[src/rtl/mem_stage_lsu_pkg.sv]
// Shared encodings for the memory-stage load/store unit.
// Funct3 codes, FSM states and default bus timeout.
package mem_stage_lsu_pkg;

  localparam logic [2:0] F3_B  = 3'b000;
  localparam logic [2:0] F3_H  = 3'b001;
  localparam logic [2:0] F3_W  = 3'b010;
  localparam logic [2:0] F3_BU = 3'b100;
  localparam logic [2:0] F3_HU = 3'b101;

  localparam int TIMEOUT_DEF = 16;
  localparam int CNT_W_DEF   = 5;

  typedef enum logic [1:0] {
    ST_IDLE = 2'd0,
    ST_BUS  = 2'd1,
    ST_DONE = 2'd2
  } lsu_state_e;

  function automatic logic f3_legal(
    input logic       is_load,
    input logic [2:0] f3
  );
    if (is_load)
      return f3 inside {F3_B, F3_H, F3_W, F3_BU, F3_HU};
    return f3 inside {F3_B, F3_H, F3_W};
  endfunction

endpackage

[src/rtl/mem_stage_lsu_if.sv]
// Single-beat data bus between the LSU and memory.
// master = LSU side, slave = memory side.
interface mem_stage_lsu_if;
  logic        req;
  logic        we;
  logic [31:0] addr;
  logic [3:0]  be;
  logic [31:0] wdata;
  logic [31:0] rdata;
  logic        ack;

  modport master (
    output req, we, addr, be, wdata,
    input  rdata, ack
  );

  modport slave (
    input  req, we, addr, be, wdata,
    output rdata, ack
  );
endinterface

[src/rtl/lsu_align.sv]
// Lane steering for the LSU: store byte enables and replication,
// load byte/half extract with extension, misalignment detect.
module lsu_align
  import mem_stage_lsu_pkg::*;
(
  input  logic        i_access,
  input  logic        i_is_load,
  input  logic [2:0]  i_f3,
  input  logic [1:0]  i_off,
  input  logic [31:0] i_wdata,
  output logic        o_misalign,
  output logic [3:0]  o_be,
  output logic [31:0] o_wdata,
  input  logic [2:0]  i_ld_f3,
  input  logic [1:0]  i_ld_off,
  input  logic [31:0] i_rdata,
  output logic [31:0] o_ld_data
);

  logic       w_legal;
  logic       w_bad_h;
  logic       w_bad_w;
  logic [7:0] w_byte;
  logic [15:0] w_half;

  always_comb begin
    w_legal = f3_legal(i_is_load, i_f3);
    w_bad_h = (i_f3[1:0] == 2'b01) && i_off[0];
    w_bad_w = (i_f3[1:0] == 2'b10) && (i_off != 2'b00);
    o_misalign = i_access && (!w_legal || w_bad_h || w_bad_w);
  end

  always_comb begin
    o_be    = 4'b1111;
    o_wdata = i_wdata;
    unique case (1'b1)
      (i_f3[1:0] == 2'b00): begin
        o_be    = 4'b0001 << i_off;
        o_wdata = {4{i_wdata[7:0]}};
      end
      (i_f3[1:0] == 2'b01): begin
        o_be    = i_off[1] ? 4'b1100 : 4'b0011;
        o_wdata = {2{i_wdata[15:0]}};
      end
      default: begin
        o_be    = 4'b1111;
        o_wdata = i_wdata;
      end
    endcase
  end

  always_comb begin
    w_byte = i_rdata[7:0];
    unique case (i_ld_off)
      2'b00: w_byte = i_rdata[7:0];
      2'b01: w_byte = i_rdata[15:8];
      2'b10: w_byte = i_rdata[23:16];
      2'b11: w_byte = i_rdata[31:24];
      default: w_byte = i_rdata[7:0];
    endcase
    w_half = i_ld_off[1] ? i_rdata[31:16] : i_rdata[15:0];
  end

  always_comb begin
    o_ld_data = i_rdata;
    unique case (i_ld_f3)
      F3_B:  o_ld_data = {{24{w_byte[7]}}, w_byte};
      F3_H:  o_ld_data = {{16{w_half[15]}}, w_half};
      F3_BU: o_ld_data = {24'd0, w_byte};
      F3_HU: o_ld_data = {16'd0, w_half};
      default: o_ld_data = i_rdata;
    endcase
  end

endmodule

[src/rtl/mem_stage_lsu.sv]
// Memory-stage LSU: turns MemRead/MemWrite into one bus beat,
// stalls the pipe until ack or timeout, registers the load result.
module mem_stage_lsu
  import mem_stage_lsu_pkg::*;
#(
  parameter int TIMEOUT = TIMEOUT_DEF,
  parameter int CNT_W   = CNT_W_DEF
) (
  input  logic                   clk,
  input  logic                   rst,
  input  logic                   MemReadM,
  input  logic                   MemWriteM,
  input  logic [2:0]             Funct3M,
  input  logic [31:0]            ALUResultM,
  input  logic [31:0]            WriteDataM,
  output logic [31:0]            ReadDataM,
  output logic                   StallM,
  output logic                   MisalignM,
  output logic                   BusErrM,
  mem_stage_lsu_if.master        bus
);

  localparam logic [CNT_W-1:0] TMO_LAST = CNT_W'(TIMEOUT - 1);

  lsu_state_e r_state;
  lsu_state_e w_nxt;

  logic             r_req;
  logic             r_we;
  logic [31:0]      r_addr;
  logic [3:0]       r_be;
  logic [31:0]      r_wdata;
  logic             r_ld;
  logic [2:0]       r_ld_f3;
  logic [1:0]       r_off;
  logic [31:0]      r_rdata;
  logic             r_err;
  logic [CNT_W-1:0] r_cnt;

  logic        w_access;
  logic        w_is_load;
  logic        w_mis;
  logic        w_start;
  logic        w_in_bus;
  logic        w_ack_hit;
  logic        w_tmo;
  logic [3:0]  w_be;
  logic [31:0] w_wdata;
  logic [31:0] w_ld_data;

  assign w_access  = MemReadM | MemWriteM;
  assign w_is_load = MemReadM;

  lsu_align u_align (
    .i_access   (w_access),
    .i_is_load  (w_is_load),
    .i_f3       (Funct3M),
    .i_off      (ALUResultM[1:0]),
    .i_wdata    (WriteDataM),
    .o_misalign (w_mis),
    .o_be       (w_be),
    .o_wdata    (w_wdata),
    .i_ld_f3    (r_ld_f3),
    .i_ld_off   (r_off),
    .i_rdata    (bus.rdata),
    .o_ld_data  (w_ld_data)
  );

  assign w_start   = (r_state == ST_IDLE) && w_access && !w_mis;
  assign w_in_bus  = (r_state == ST_BUS);
  assign w_ack_hit = w_in_bus && bus.ack;
  // A zero TIMEOUT waits for ack forever.
  assign w_tmo     = w_in_bus && !bus.ack && (TIMEOUT != 0)
                     && (r_cnt == TMO_LAST);

  always_ff @(posedge clk or posedge rst) begin
    if (rst) r_state <= ST_IDLE;
    else     r_state <= w_nxt;
  end

  always_comb begin
    w_nxt  = r_state;
    StallM = 1'b0;
    unique case (r_state)
      ST_IDLE: begin
        StallM = w_start;
        if (w_start) w_nxt = ST_BUS;
      end
      ST_BUS: begin
        StallM = 1'b1;
        if (w_ack_hit || w_tmo) w_nxt = ST_DONE;
      end
      ST_DONE: w_nxt = ST_IDLE;
      default: w_nxt = ST_IDLE;
    endcase
  end

  always_ff @(posedge clk or posedge rst) begin
    if (rst) begin
      r_req   <= 1'b0;
      r_we    <= 1'b0;
      r_addr  <= '0;
      r_be    <= '0;
      r_wdata <= '0;
      r_ld    <= 1'b0;
      r_ld_f3 <= '0;
      r_off   <= '0;
      r_rdata <= '0;
      r_err   <= 1'b0;
      r_cnt   <= '0;
    end else begin
      r_err <= w_tmo;
      if (w_start) begin
        r_req   <= 1'b1;
        r_we    <= !w_is_load;
        r_addr  <= {ALUResultM[31:2], 2'b00};
        r_be    <= w_be;
        r_wdata <= w_is_load ? 32'd0 : w_wdata;
        r_ld    <= w_is_load;
        r_ld_f3 <= Funct3M;
        r_off   <= ALUResultM[1:0];
        r_cnt   <= '0;
      end else if (w_in_bus) begin
        if (w_ack_hit) begin
          r_req <= 1'b0;
          if (r_ld) r_rdata <= w_ld_data;
        end else if (w_tmo) begin
          r_req   <= 1'b0;
          r_rdata <= '0;
        end else begin
          r_cnt <= r_cnt + 1'b1;
        end
      end
    end
  end

  assign bus.req    = r_req;
  assign bus.we     = r_we;
  assign bus.addr   = r_addr;
  assign bus.be     = r_be;
  assign bus.wdata  = r_wdata;
  assign ReadDataM  = r_rdata;
  assign BusErrM    = r_err;
  assign MisalignM  = w_mis;

endmodule

[src/flat_wrapper.sv]
// flat-port wrapper written by rule: the top's interface ports become plain ports
module mem_stage_lsu_flat import mem_stage_lsu_pkg::*;
#(
  parameter int TIMEOUT = TIMEOUT_DEF,
  parameter int CNT_W   = CNT_W_DEF
)
  (clk, rst, MemReadM, MemWriteM, Funct3M, ALUResultM, WriteDataM, ReadDataM, StallM, MisalignM, BusErrM, bus_req, bus_we, bus_addr, bus_be, bus_wdata, bus_rdata, bus_ack);
  mem_stage_lsu_if bus_i ();
  input  logic clk;
  input  logic rst;
  input  logic MemReadM;
  input  logic MemWriteM;
  input  logic [2:0] Funct3M;
  input  logic [31:0] ALUResultM;
  input  logic [31:0] WriteDataM;
  output logic [31:0] ReadDataM;
  output logic StallM;
  output logic MisalignM;
  output logic BusErrM;
  output wire logic [$bits(bus_i.req)-1:0] bus_req;
  output wire logic [$bits(bus_i.we)-1:0] bus_we;
  output wire logic [$bits(bus_i.addr)-1:0] bus_addr;
  output wire logic [$bits(bus_i.be)-1:0] bus_be;
  output wire logic [$bits(bus_i.wdata)-1:0] bus_wdata;
  input wire logic [$bits(bus_i.rdata)-1:0] bus_rdata;
  input wire logic [$bits(bus_i.ack)-1:0] bus_ack;
  assign bus_req = bus_i.req;
  assign bus_we = bus_i.we;
  assign bus_addr = bus_i.addr;
  assign bus_be = bus_i.be;
  assign bus_wdata = bus_i.wdata;
  assign bus_i.rdata = bus_rdata;
  assign bus_i.ack = bus_ack;
  mem_stage_lsu #(.TIMEOUT(TIMEOUT), .CNT_W(CNT_W)) u_core (.clk(clk), .rst(rst), .MemReadM(MemReadM), .MemWriteM(MemWriteM), .Funct3M(Funct3M), .ALUResultM(ALUResultM), .WriteDataM(WriteDataM), .ReadDataM(ReadDataM), .StallM(StallM), .MisalignM(MisalignM), .BusErrM(BusErrM), .bus(bus_i));
endmodule
[config.mk]
export PLATFORM = sky130hd
export DESIGN_NAME = mem_stage_lsu_flat
export DESIGN_NICKNAME = d
export VERILOG_FILES = /design/src/rtl/mem_stage_lsu_pkg.sv /design/src/rtl/mem_stage_lsu_if.sv /design/src/rtl/lsu_align.sv /design/src/rtl/mem_stage_lsu.sv /design/src/flat_wrapper.sv
export SDC_FILE = /design/constraint.sdc
export NUM_CORES = 1
export LEC_CHECK = 0
export CORE_MARGIN = 3
export CORE_UTILIZATION = 49
export DETAILED_ROUTE_END_ITERATION = 12
export HOLD_SLACK_MARGIN = 0.03
export PLACE_DENSITY = 0.86
export RECOVER_POWER = 100
export SLEW_MARGIN = 20
export SYNTH_ARGS = -nofsm -noshare
export SYNTH_HDL_FRONTEND = slang
export SYNTH_HIERARCHICAL = 1
export SYNTH_SLANG_ARGS = --single-unit
export TNS_END_PERCENT = 20
[constraint.sdc]
create_clock -name clk -period 11.4 [get_ports clk]
set_clock_uncertainty 0.15 [all_clocks]
set_input_delay 2.28 -clock clk [delete_from_list [all_inputs] [get_ports clk]]
set_output_delay 2.28 -clock clk [all_outputs]
set_load 0.02 [all_outputs]
; After elaboration in Yosys (flattened, before gate mapping)
; Index checks and enable logic that the tools add are counted.
[op_classes]
n_addsub = 1
shifts = 1
muxes = 25
n_reduce_logical = 30
n_bitwise = 2
eq_ne = 19
[ops]
columns = op, n
row1 = 2-to-1 mux 32 bit, 4
row2 = case mux 32 bit (4 select lines), 1
row3 = case mux 32 bit (2 select lines), 1
row4 = case mux 8 bit (4 select lines), 1
row5 = 2-to-1 mux 5 bit, 4
row6 = 2-to-1 mux 16 bit, 1
row7 = "== test 3 bit, second input constant", 4
row8 = logical AND 1 bit, 8
row9 = "!= test 2 x 1 -> 1 bit, second input constant", 4
row10 = case mux 4 bit (2 select lines), 1
row11 = 2-to-1 mux 1 bit, 7
row12 = "== test 2 x 1 -> 1 bit, second input constant", 3
row13 = "== test 2 bit, second input constant", 3
row14 = "== test 3 x 1 -> 1 bit, second input constant", 2
row15 = logical NOT 2 bit, 3
row16 = logical NOT 3 bit, 2
row17 = nonzero test 2 bit, 3
row18 = nonzero test 3 bit, 2
row19 = "adder 5 x 1 -> 5 bit, second input constant", 1
row20 = "== test 5 x 4 -> 1 bit, second input constant", 1
row21 = nonzero test 5 bit, 1
row22 = logical NOT 1 bit, 4
row23 = 2-to-1 mux 2 bit, 2
row24 = 2-to-1 mux 4 bit, 1
row25 = 11 further kinds, 14
[word_totals]
wordCells = 90
in_bits = 104
out_inout_bits = 105
regBits = 114

; Logic depth before layout (Yosys ltp)
; Gate-level depths: netlist of the first run.
[logic_depth]
depth_word = 12
mapped_depth = 11
mapped_depth_nobuf = 7

; Cells and area by module
; Netlist of the first run, hierarchy kept.
[modules_own_cells]
columns = module, area_each_um2, seq_area_each_um2, cells_each, n_inst
row1 = mem_stage_lsu, 4733.3, 2852.7, 421, 1
row2 = lsu_align, 1143.6, 0.0, 189, 1

; Least setup slack after synthesis of the first run
; Ideal clock, no wire load.
[synth_timing]
kind = input -> output
start = input MemWriteM
end = output StallM
n_path_buf = 4
arrival_ns = 4.194
required_time_ns = 8.970
stages = 11
path_slack_ns = 4.776
cell_sequence = nor2_2 -> clkbuf_1 -> inv_1 -> o41ai_1 -> a21oi_1 -> or3_1 -> buf_6 -> or2_1 -> buf_6 -> buf_6 -> nand2_1
[synth_via]
elab_chain_len = 5
word_cells_on_any_way = 6
classes_between = mux: 1 / bitwise: 1 / reduce/logical: 4
[synth_rtl]
columns = element, line_no
row1 = start: declaration, flat_wrapper.sv:12  ; input logic MemWriteM;
row2 = OR 1 bit, mem_stage_lsu.sv:51  ; assign w_access = MemReadM | MemWriteM;
row3 = named net u_core.w_access, mem_stage_lsu.sv:40  ; logic w_access;
row4 = logical AND 1 bit, lsu_align.sv:30  ; o_misalign = i_access && (!w_legal || w_bad_h || w_bad_w);
row5 = named net MisalignM, flat_wrapper.sv:18  ; output logic MisalignM;
row6 = logical NOT 1 bit, mem_stage_lsu.sv:69  ; assign w_start = (r_state == ST_IDLE) && w_access && !w_mis;
row7 = logical AND 1 bit, mem_stage_lsu.sv:69
row8 = case mux 1 bit (2 select lines), mem_stage_lsu.sv:84  ; unique case (r_state)
row9 = end: declaration, flat_wrapper.sv:17  ; output logic StallM;
; The timed path passes the listed nets, and every way through them passes these cells.

; Worst setup path after layout of the first run
[layout_timing]
start = input MemReadM
end = output StallM
[layout_via]
word_cells_on_any_way = 11
classes_between = mux: 3 / bitwise: 1 / reduce/logical: 7
[layout_lines]
columns = element, line_no
row1 = start: declaration, flat_wrapper.sv:11  ; input logic MemReadM;
row2 = OR 1 bit (*), mem_stage_lsu.sv:51
row3 = named net u_core.w_access, mem_stage_lsu.sv:40
row4 = logical AND 1 bit, lsu_align.sv:30
row5 = logical NOT 1 bit, mem_stage_lsu.sv:69
row6 = logical AND 1 bit (*), mem_stage_lsu.sv:69
row7 = case mux 1 bit (2 select lines) (*), mem_stage_lsu.sv:84
; The timed path passes the listed nets; every way through them passes the cells marked *.

==> results.toml, run 1 <==
[finish]
final_core_util = 0.7300
antenna_cells = 0
area_growth_pct = 43.64
drive_above_1_share = 0.1151
filler_cell_count = 820
stdcell_count = 942
fin_nets = 892

[synthesis]
synth-seq-cells = 114
synth_top_area_frac = 0.4854
ys_seq_area_frac = 0.4854
synth-edff-count = 0
synth.most_common_cell = "dfrtp_1"
ys_async_sr_fraction = 1.000
synth_top_area_cell = "dfrtp_1"
synth_top_cells_by_area = "dfrtp_1, mux2_2, o21ai_0"
synth_warnings = 6
avgSynthCellArea_sq_um = 9.634
syn_area_sq_um = 5877
synth_ff_type = "dfrtp_1"
synth_common_cells = "dfrtp_1, o21ai_0, nand2_1"
synth_cell_type_count = 45
netlist_instances = 610

[worst_setup_path]
path_buf_inv = 5
critPathKind = "in2out"
timing.rr.start = "u_core/r_state[1]"
worstPathArrival_ps = 6690
worstSetupStartpointType = "input pin"
worst_path_max_delay_cell = "clkbuf_1"
worstSetupStartpoint = "MemReadM"
critical_path.cell_chain = "dlygate4sd3_1 > nor2_2 > clkbuf_1 > inv_1 > o41ai_1 > a21oi_1 > or3_1 > clkbuf_1 > or2_0 > nand2_1 > dlygate4sd3_1"
cp_top_family = "buffers and inverters"
worst_ep_required_time_ps = 8970
slowest_delay_ps = 990
worstPathMaxFanout = 37
end_kind = "output port"

[drt]
first_pass_iters = 6
avgViaCountPerCell = 5.718
wl_per_cell_um = 19.22
via_count = 5386
antenna_left = 0
drcViolationCount = 0
wirelength_um = 18100
drt-initial-drc-count = 606

[sta]
period_minus_slack_ps = 9117
max-slew-margin-rel = -1.440
fmax_mhz = 109.7
maxSlewViolCount = 185
timing.final.crit_share = 0.7998
finalHoldViolCount = 0
setup_tns_ps = 0
max_slew.worst_pin.slew_ps = 3660
rsz0062_at_grt = "false"
setup_viol = 0

[global_route]
antenna_found_initial = 0
grt_first_pass_wirelength_um = 27810
overflow = 0
grt_max_degree = 71
grt_pass1_vias = 5351
grt_usage = 0.2687

[pwr]
peakVddDrop_mv = 0.1918
leakagePower_uw = 0.003731
power_density_nw_per_um2 = 252.6
p_total_uw = 2133

[floorplanning]
die_area_sq_um = 13340
ios = 209
floorplan.initialDensity = 0.5082
core_area_sq_um = 11560
num_rows = 39
dieWidth_um = 115.5
die_height_um = 115.5

[clock_network]
cts_buffers = 17
clockRootBuffer = "clkbuf_16"
cts_tree = "done"
htreeDepth = 4
insertion_delay_ps = 420
cts_resized = 0
clockBufferDepth = 2
clk_pin_slew_ps = 60
cts_sinks = 114
cts_setup_buffers = 0
postCtsHoldBufs = 0

[place]
place_inst = 909
place.gp.congestion = 0.9141
port_buffers = 206
hpwl_um = 12510

[min_path]
hold_path.class = "reg2reg"
hp-start = "u_core/bus.addr[9]"

[run]
drv_cap = 4

[status]
run_status = "complete, but fails checks"
failed_checks = "capacitance limit, slew limit"
## power breakdown
group | internal [uW] | switching (uW) | total (uW)
Clock | 345 | 200 | 545
Sequential | 567 | 128 | 694
Combinational | 395 | 498 | 893
Total | 1310 | 826 | 2130
## path summary, 6_finish.rpt
path	end	slack, ps	cells past startpoint
hold / removal	u_core/bus.addr[9]	340	1
max in group asynchronous	u_core/r_cnt[2]	4140	3
min in group asynchronous	u_core/bus.addr[27]	2740	2
setup reg to reg	u_core/r_ld_f3[2]	7080	5
setup / recovery	StallM	2280	11
hold reg to reg	u_core/bus.addr[9]	340	1
## layout by cell type, fill, tap and decap left out, types with 4 or more instances in the layout
master	n
mux2_1	5
o21bai_1	5
dlygate4sd3_1	106
a22oi_1	7
clkinvlp_4	4
nand4_1	32
clkdlybuf4s50_1	100
o21ai_0	114
nor2b_1	6
a21oi_1	5
dfrtp_1	114
a221o_1	6
mux2i_1	11
nand2b_1	39
mux2_2	52
clkbuf_1	7
inv_1	39
clkbuf_16	17
nand2_1	71
nor2_1	11
## through the flow
stage               setup slack (ps)  hold slack, ps  area [sq um]
floorplan                       4776           327.6          5881
global placement                3560           319.8          7865
detailed placement              3479           338.5          7865
CTS                             3471           351.0          8473
global route                    2066           356.3          8442
finish                          2283           342.0          8442
## metal layers
layer | vias to the layer above | share of wire | GRT usage
met4 | 0 | 0.016 | 0.08607
met2 | 281 | 0.48 | 0.4360
li1 | 2437 | - | -
met1 | 2644 | 0.40 | 0.3394
met5 | - | 0 | 0
met3 | 24 | 0.10 | 0.09295
## state kept, by name, indices dropped and copies added, names as in the netlist
register and cells:
u_core/r_off 2, u_core/r_ld_f3 3, u_core/bus.wdata 32, u_core/BusErrM 1, u_core/bus.req 1, u_core/bus.be 4
u_core/r_ld 1, u_core/r_cnt 5, u_core/bus.addr 30, u_core/bus.we 1, u_core/ReadDataM 32, u_core/r_state 2
## logic make-up after synthesis
kind of cell / synth area share
multiplexers: 0.1324
flip-flops: 0.4854
AND/OR/NAND/NOR: 0.1514
buffers and inverters: 0.08154
adder cells (fa/ha/maj): 0.004257
other: 0.0006381
AO/OA/AOI/OAI: 0.1429
XOR/XNOR: 0.001491
## final cells by class
type	instances	area, sq um	share of cell area
clock buffer	17	425.4	0.05039
tap	143	178.9	0.02119
multi-input combinational	397	2540	0.3009
clock inverter	15	182.7	0.02164
inverter	40	151.4	0.01793
timing repair buffer	216	2111	0.2500
sequential	114	2853	0.3379
## worst register-to-register path, cell delays in order, from the launching register on
cell and delay, ps:
dfrtp_1 470, or3_1 380, clkbuf_1 530, nor2_1 970, clkbuf_1 1240, mux2_2 450
Note: power is estimated with default switching activity, not from simulation.
==> run 2: changes to the inputs <==
--- a/config.mk
+++ b/config.mk
@@ -6,10 +6,10 @@
 export NUM_CORES = 1
 export LEC_CHECK = 0
 export CORE_MARGIN = 3
-export CORE_UTILIZATION = 49
+export CORE_UTILIZATION = 46
 export DETAILED_ROUTE_END_ITERATION = 12
 export HOLD_SLACK_MARGIN = 0.03
-export PLACE_DENSITY = 0.86
+export PLACE_DENSITY = 0.82
 export RECOVER_POWER = 100
 export SLEW_MARGIN = 20
 export SYNTH_ARGS = -nofsm -noshare
==> constraint.sdc (replaced) <==
create_clock -name clk -period 8.98 [get_ports clk]
set_clock_uncertainty 0.15 [all_clocks]
set_input_delay 1.796 -clock clk [delete_from_list [all_inputs] [get_ports clk]]
set_output_delay 1.796 -clock clk [all_outputs]
set_load 0.02 [all_outputs]
==> results.toml, run 2 (synthesized netlist as in run 1, its figures left out) <==
[min_path]
hold_path.class = "reg2reg"
holdPathStages = 1

[pwr]
p_total_uw = 2728
power_density_nw_per_um2 = 321.1
peakVddDrop_mv = 0.2268
leakagePower_uw = 0.003755

[sta]
maxSlewViolCount = 184
max_slew.worst_pin.slew_ps = 4260
max-slew-margin-rel = -1.840
setup_tns_ps = 0
rsz0062_at_grt = "false"
finalHoldViolCount = 0
fmax_mhz = 130.2
timing.final.crit_share = 0.8552
period_minus_slack_ps = 7679
setup_viol = 0
whs_ps = 326.6

[clock_network]
clk_pin_slew_ps = 50
insertion_delay_ps = 420
cts_sinks = 114
htreeDepth = 4
postCtsHoldBufs = 0
clockRootBuffer = "clkbuf_16"
clockBufferDepth = 2
cts_setup_buffers = 0
cts_buffers = 17
cts_tree = "done"
cts_resized = 0

[drt]
via_count = 5367
antenna_left = 0
drt-initial-drc-count = 605
first_pass_iters = 5
drcViolationCount = 0
wirelength_um = 18270
wl_per_cell_um = 18.90
avgViaCountPerCell = 5.550

[floorplanning]
dieWidth_um = 119.0
num_rows = 40
ios = 209
die_height_um = 119.0
core_area_sq_um = 12260
floorplan.initialDensity = 0.4793
die_area_sq_um = 14170

[run]
drv_cap = 4

[global_route]
antenna_found_initial = 0
grt_usage = 0.2585
grt_max_degree = 80
grt_pass1_vias = 5429
grt_first_pass_wirelength_um = 28900
overflow = 0

[worst_setup_path]
ff2ff_setup_slack_ps = 5120
worstSetupEndpoint = "StallM"
worstSetupStartpointType = "input pin"
critPathKind = "in2out"
worstSetupStartpoint = "MemReadM"
timing.rr.start = "u_core/r_state[1]"
worstPathArrival_ps = 5730
end_kind = "output port"
r2r_cells = 5
worstPathMaxFanout = 37
worst_ep_required_time_ps = 7030
r2r-end = "u_core/bus.addr[8]"

[finish]
drive_above_1_share = 0.1151
area_growth_pct = 44.54
fin_nets = 892
seq_area_sq_um = 2853
final_cell_mix = "dfrtp_1, o21ai_0, dlygate4sd3_1"
antenna_cells = 0
filler_cell_count = 934
multi_input_area_sq_um = 2540
stdcell_count = 967

[place]
place_inst = 934
hpwl_um = 12390
port_buffers = 206
place.gp.congestion = 0.9116

[status]
failed_checks = "capacitance limit, slew limit"
run_status = "complete, but fails checks"
run 2: report_power, final:
| part | total, uW | switching, uW | internal, uW |
|---|---|---|---|
| Combinational | 1130 | 631 | 502 |
| Sequential | 887 | 167 | 720 |
| Clock | 708 | 238 | 470 |
run 2: through the flow:
| stage | setup slack [ps] | utilization | instance area [sq um] |
|---|---|---|---|
| after floorplan | 3324 | - | 5881 |
| after global placement | 2109 | 0.6440 | 7896 |
| after detailed placement | 2048 | 0.6440 | 7896 |
| after CTS | 2033 | 0.6950 | 8522 |
| after global routing | 964.8 | 0.6928 | 8494 |
| final | 1301 | 0.6928 | 8494 |
run 2: worst max-delay path, stage by stage:
cell           delay [ps]
dlygate4sd3_1         890
nor2_2                180
clkbuf_1             1030
inv_1                  90
o41ai_1               110
a21oi_1               100
or3_1                 310
buf_4                 240
or2_0                 250
nand2_1                60
dlygate4sd3_1         670
run 2: metal layers:
layer,global-route usage,routed length (um),vias to the layer above
met3,0.09592,1816,30
met5,0,0,-
li1,-,-,2437
met1,0.3340,7580,2583
met4,0.09413,358,0
met2,0.3984,8516,317
run 2: worst min path at each step:
stage | start | end
global route | u_core/bus.addr[9] | u_core/bus.addr[9]
finish | u_core/bus.addr[9] | u_core/bus.addr[9]
detailed placement | u_core/bus.addr[9] | u_core/bus.addr[9]
CTS | u_core/bus.addr[9] | u_core/bus.addr[9]
floorplan | u_core/r_cnt[0] | u_core/r_cnt[0]
global placement | u_core/bus.addr[13] | u_core/bus.addr[13]
run 2: cell type report:
| cell class | instances | share of cell area |
|---|---|---|
| flip-flops and latches | 114 | 0.3358 |
| inverters | 40 | 0.01782 |
| well taps | 168 | 0.02475 |
| repair buffers | 216 | 0.2489 |
| clock inverters | 14 | 0.02195 |
| multi-input cells | 397 | 0.2990 |
| clock buffers | 18 | 0.05170 |
==> run 3: changes to the inputs <==
--- a/config.mk
+++ b/config.mk
@@ -6,10 +6,11 @@
 export NUM_CORES = 1
 export LEC_CHECK = 0
 export CORE_MARGIN = 3
-export CORE_UTILIZATION = 46
+export CORE_UTILIZATION = 41
+export CTS_CLUSTER_DIAMETER = 50
 export DETAILED_ROUTE_END_ITERATION = 12
 export HOLD_SLACK_MARGIN = 0.03
-export PLACE_DENSITY = 0.82
+export PLACE_DENSITY = 0.77
 export RECOVER_POWER = 100
 export SLEW_MARGIN = 20
 export SYNTH_ARGS = -nofsm -noshare
==> constraint.sdc (replaced) <==
create_clock -name clk -period 7 [get_ports clk]
set_clock_uncertainty 0.15 [all_clocks]
set_input_delay 1.4 -clock clk [delete_from_list [all_inputs] [get_ports clk]]
set_output_delay 1.4 -clock clk [all_outputs]
set_load 0.02 [all_outputs]
==> results.toml, run 3 (synthesized netlist as in run 1, its figures left out) <==
[status]
run_status = "complete, but fails checks"
failed_checks = "capacitance limit, slew limit"

[clock_network]
clockBufferDepth = 2
cts_buffers = 17
insertion_delay_ps = 400
postCtsHoldBufs = 0
clockRootBuffer = "clkbuf_16"
htreeDepth = 4
cts_sinks = 114
cts_resized = 0
clk_pin_slew_ps = 50
cts_tree = "done"
cts_setup_buffers = 0

[worst_setup_path]
end_kind = "output port"
worstSetupEndpoint = "StallM"
timing.rr.start = "u_core/r_state[1]"
ff2ff_setup_slack_ps = 3180
r2r_cells = 5
r2r-end = "u_core/bus.addr[27]"
critPathKind = "in2out"
worstSetupStartpointType = "input pin"
worstPathMaxFanout = 37
worstSetupStartpoint = "MemReadM"
worst_ep_required_time_ps = 5450
worstPathArrival_ps = 4620

[place]
place_inst = 948
hpwl_um = 11900
port_buffers = 206
place.gp.congestion = 0.8564
place_area_sq_um = 7926

[min_path]
hold_path.class = "reg2reg"

[drt]
wl_per_cell_um = 17.74
avgViaCountPerCell = 5.399
routed.top_layer = "met4"
wirelength_um = 17370
antenna_left = 0
drcViolationCount = 0
wl_met3_um = 1762
wl_met2_um = 8149
via_count = 5286
first_pass_iters = 5
drt-met1-wl_um = 7247
drt-initial-drc-count = 427

[floorplanning]
core_area_sq_um = 13930
dieWidth_um = 125.7
ios = 209
die_area_sq_um = 15810
num_rows = 43
die_height_um = 125.7
floorplan.initialDensity = 0.4217

[sta]
setup_tns_ps = 0
max_slew.worst_pin.slew_ps = 2038
maxSlewViolCount = 154
max-slew-margin-rel = -0.3664
setup_viol = 0
rsz0062_at_grt = "false"
fmax_mhz = 162.1
period_minus_slack_ps = 6169
finalHoldViolCount = 0
timing.final.crit_share = 0.8813

[global_route]
overflow = 0
grt_pass1_vias = 5343
grt_max_degree = 71
grt_first_pass_wirelength_um = 27950
antenna_found_initial = 0
grt_usage = 0.2192

[finish]
fin_area_sq_um = 8479
final_common_cell = "dfrtp_1"
stdcell_count = 979
area_growth_pct = 44.28
final_core_util = 0.6085
drive_above_1_share = 0.1139
fin_nets = 894
final_cell_mix = "dfrtp_1, o21ai_0, dlygate4sd3_1"
filler_cell_count = 1163
antenna_cells = 0

[pwr]
power_density_nw_per_um2 = 404.0
combPwrFrac = 0.419
peakVddDrop_mv = 0.2327
leakagePower_uw = 0.003747
intPower_uw = 2141
power.share.clock = 0.250
p_seq_frac = 0.331
p_sw_frac = 0.3750
switchingPower_uw = 1285

[run]
drv_cap = 3
## run 3: changes by cell type in the layout (fill, tap and decap cells not counted), sizes merged, moves of 2 or more
| cell | delta |
|---|---|
| clkinvlp | -2 |
| clkinv | -4 |
| clkbuf | +6 |
| buf | +2 |
## run 3: power by group through the flow
stage / sequential (uW) / clock, uW / combinational [uW]
2_1_floorplan: 1360 / 0 / 609
6_report: 1130 / 855 / 1440
4_1_cts: 1150 / 867 / 1540
3_3_place_gp: 1140 / 0 / 1510
5_1_grt: 1170 / 906 / 1550
3_5_place_dp: 1150 / 0 / 1530
## run 3: final cells by class
type                       count  area, sq um  area share
clock buffer                  24        471.7     0.05563
timing repair buffer         218         2132      0.2514
tap                          180        225.2     0.02656
sequential                   114         2854      0.3366
multi-input combinational    397         2540      0.2995
inverter                      40        151.4     0.01785
clock inverter                 6        105.1     0.01239
## run 3: critical path, cell delays in order
cell	delay, ps
clkdlybuf4s50_1	450
clkbuf_1	840
nor2_2	20
buf_4	270
inv_1	90
o41ai_1	60
a21oi_1	200
or3_1	150
or2_1	90
buf_4	300
nand2_1	70
dlygate4sd3_1	660
## run 3: through the flow
step / hold slack (ps) / power [uW] / setup WS, ps
4_1_cts: 344.2 / 3555 / 1245
2_1_floorplan: 327.6 / 1969 / 2136
3_3_place_gp: 320.7 / 2645 / 1300
6_report: 336.8 / 3425 / 831.2
3_5_place_dp: 331.9 / 2680 / 1256
5_1_grt: 366.3 / 3632 / 567.2
## run 3: metal layers
layer  vias to the layer above  track usage
li1                       2444            -
met1                      2563       0.2910
met2                       260       0.3373
met3                        19      0.08821
met4                         0      0.05485
met5                         -            0
## run 3: worst min path at each step
stage / slack [ps] / cells after the start / endpoint / from
after floorplan: 330 / 1 / u_core/r_cnt[0] / u_core/r_cnt[0]
after global placement: 320 / 1 / u_core/bus.addr[14] / u_core/bus.addr[14]
after detailed placement: 330 / 1 / u_core/bus.addr[9] / u_core/bus.addr[9]
after CTS: 340 / 1 / u_core/bus.addr[9] / u_core/bus.addr[9]
after global routing: 370 / 1 / u_core/bus.addr[29] / u_core/bus.addr[29]
final: 340 / 1 / u_core/bus.addr[9] / u_core/bus.addr[9]
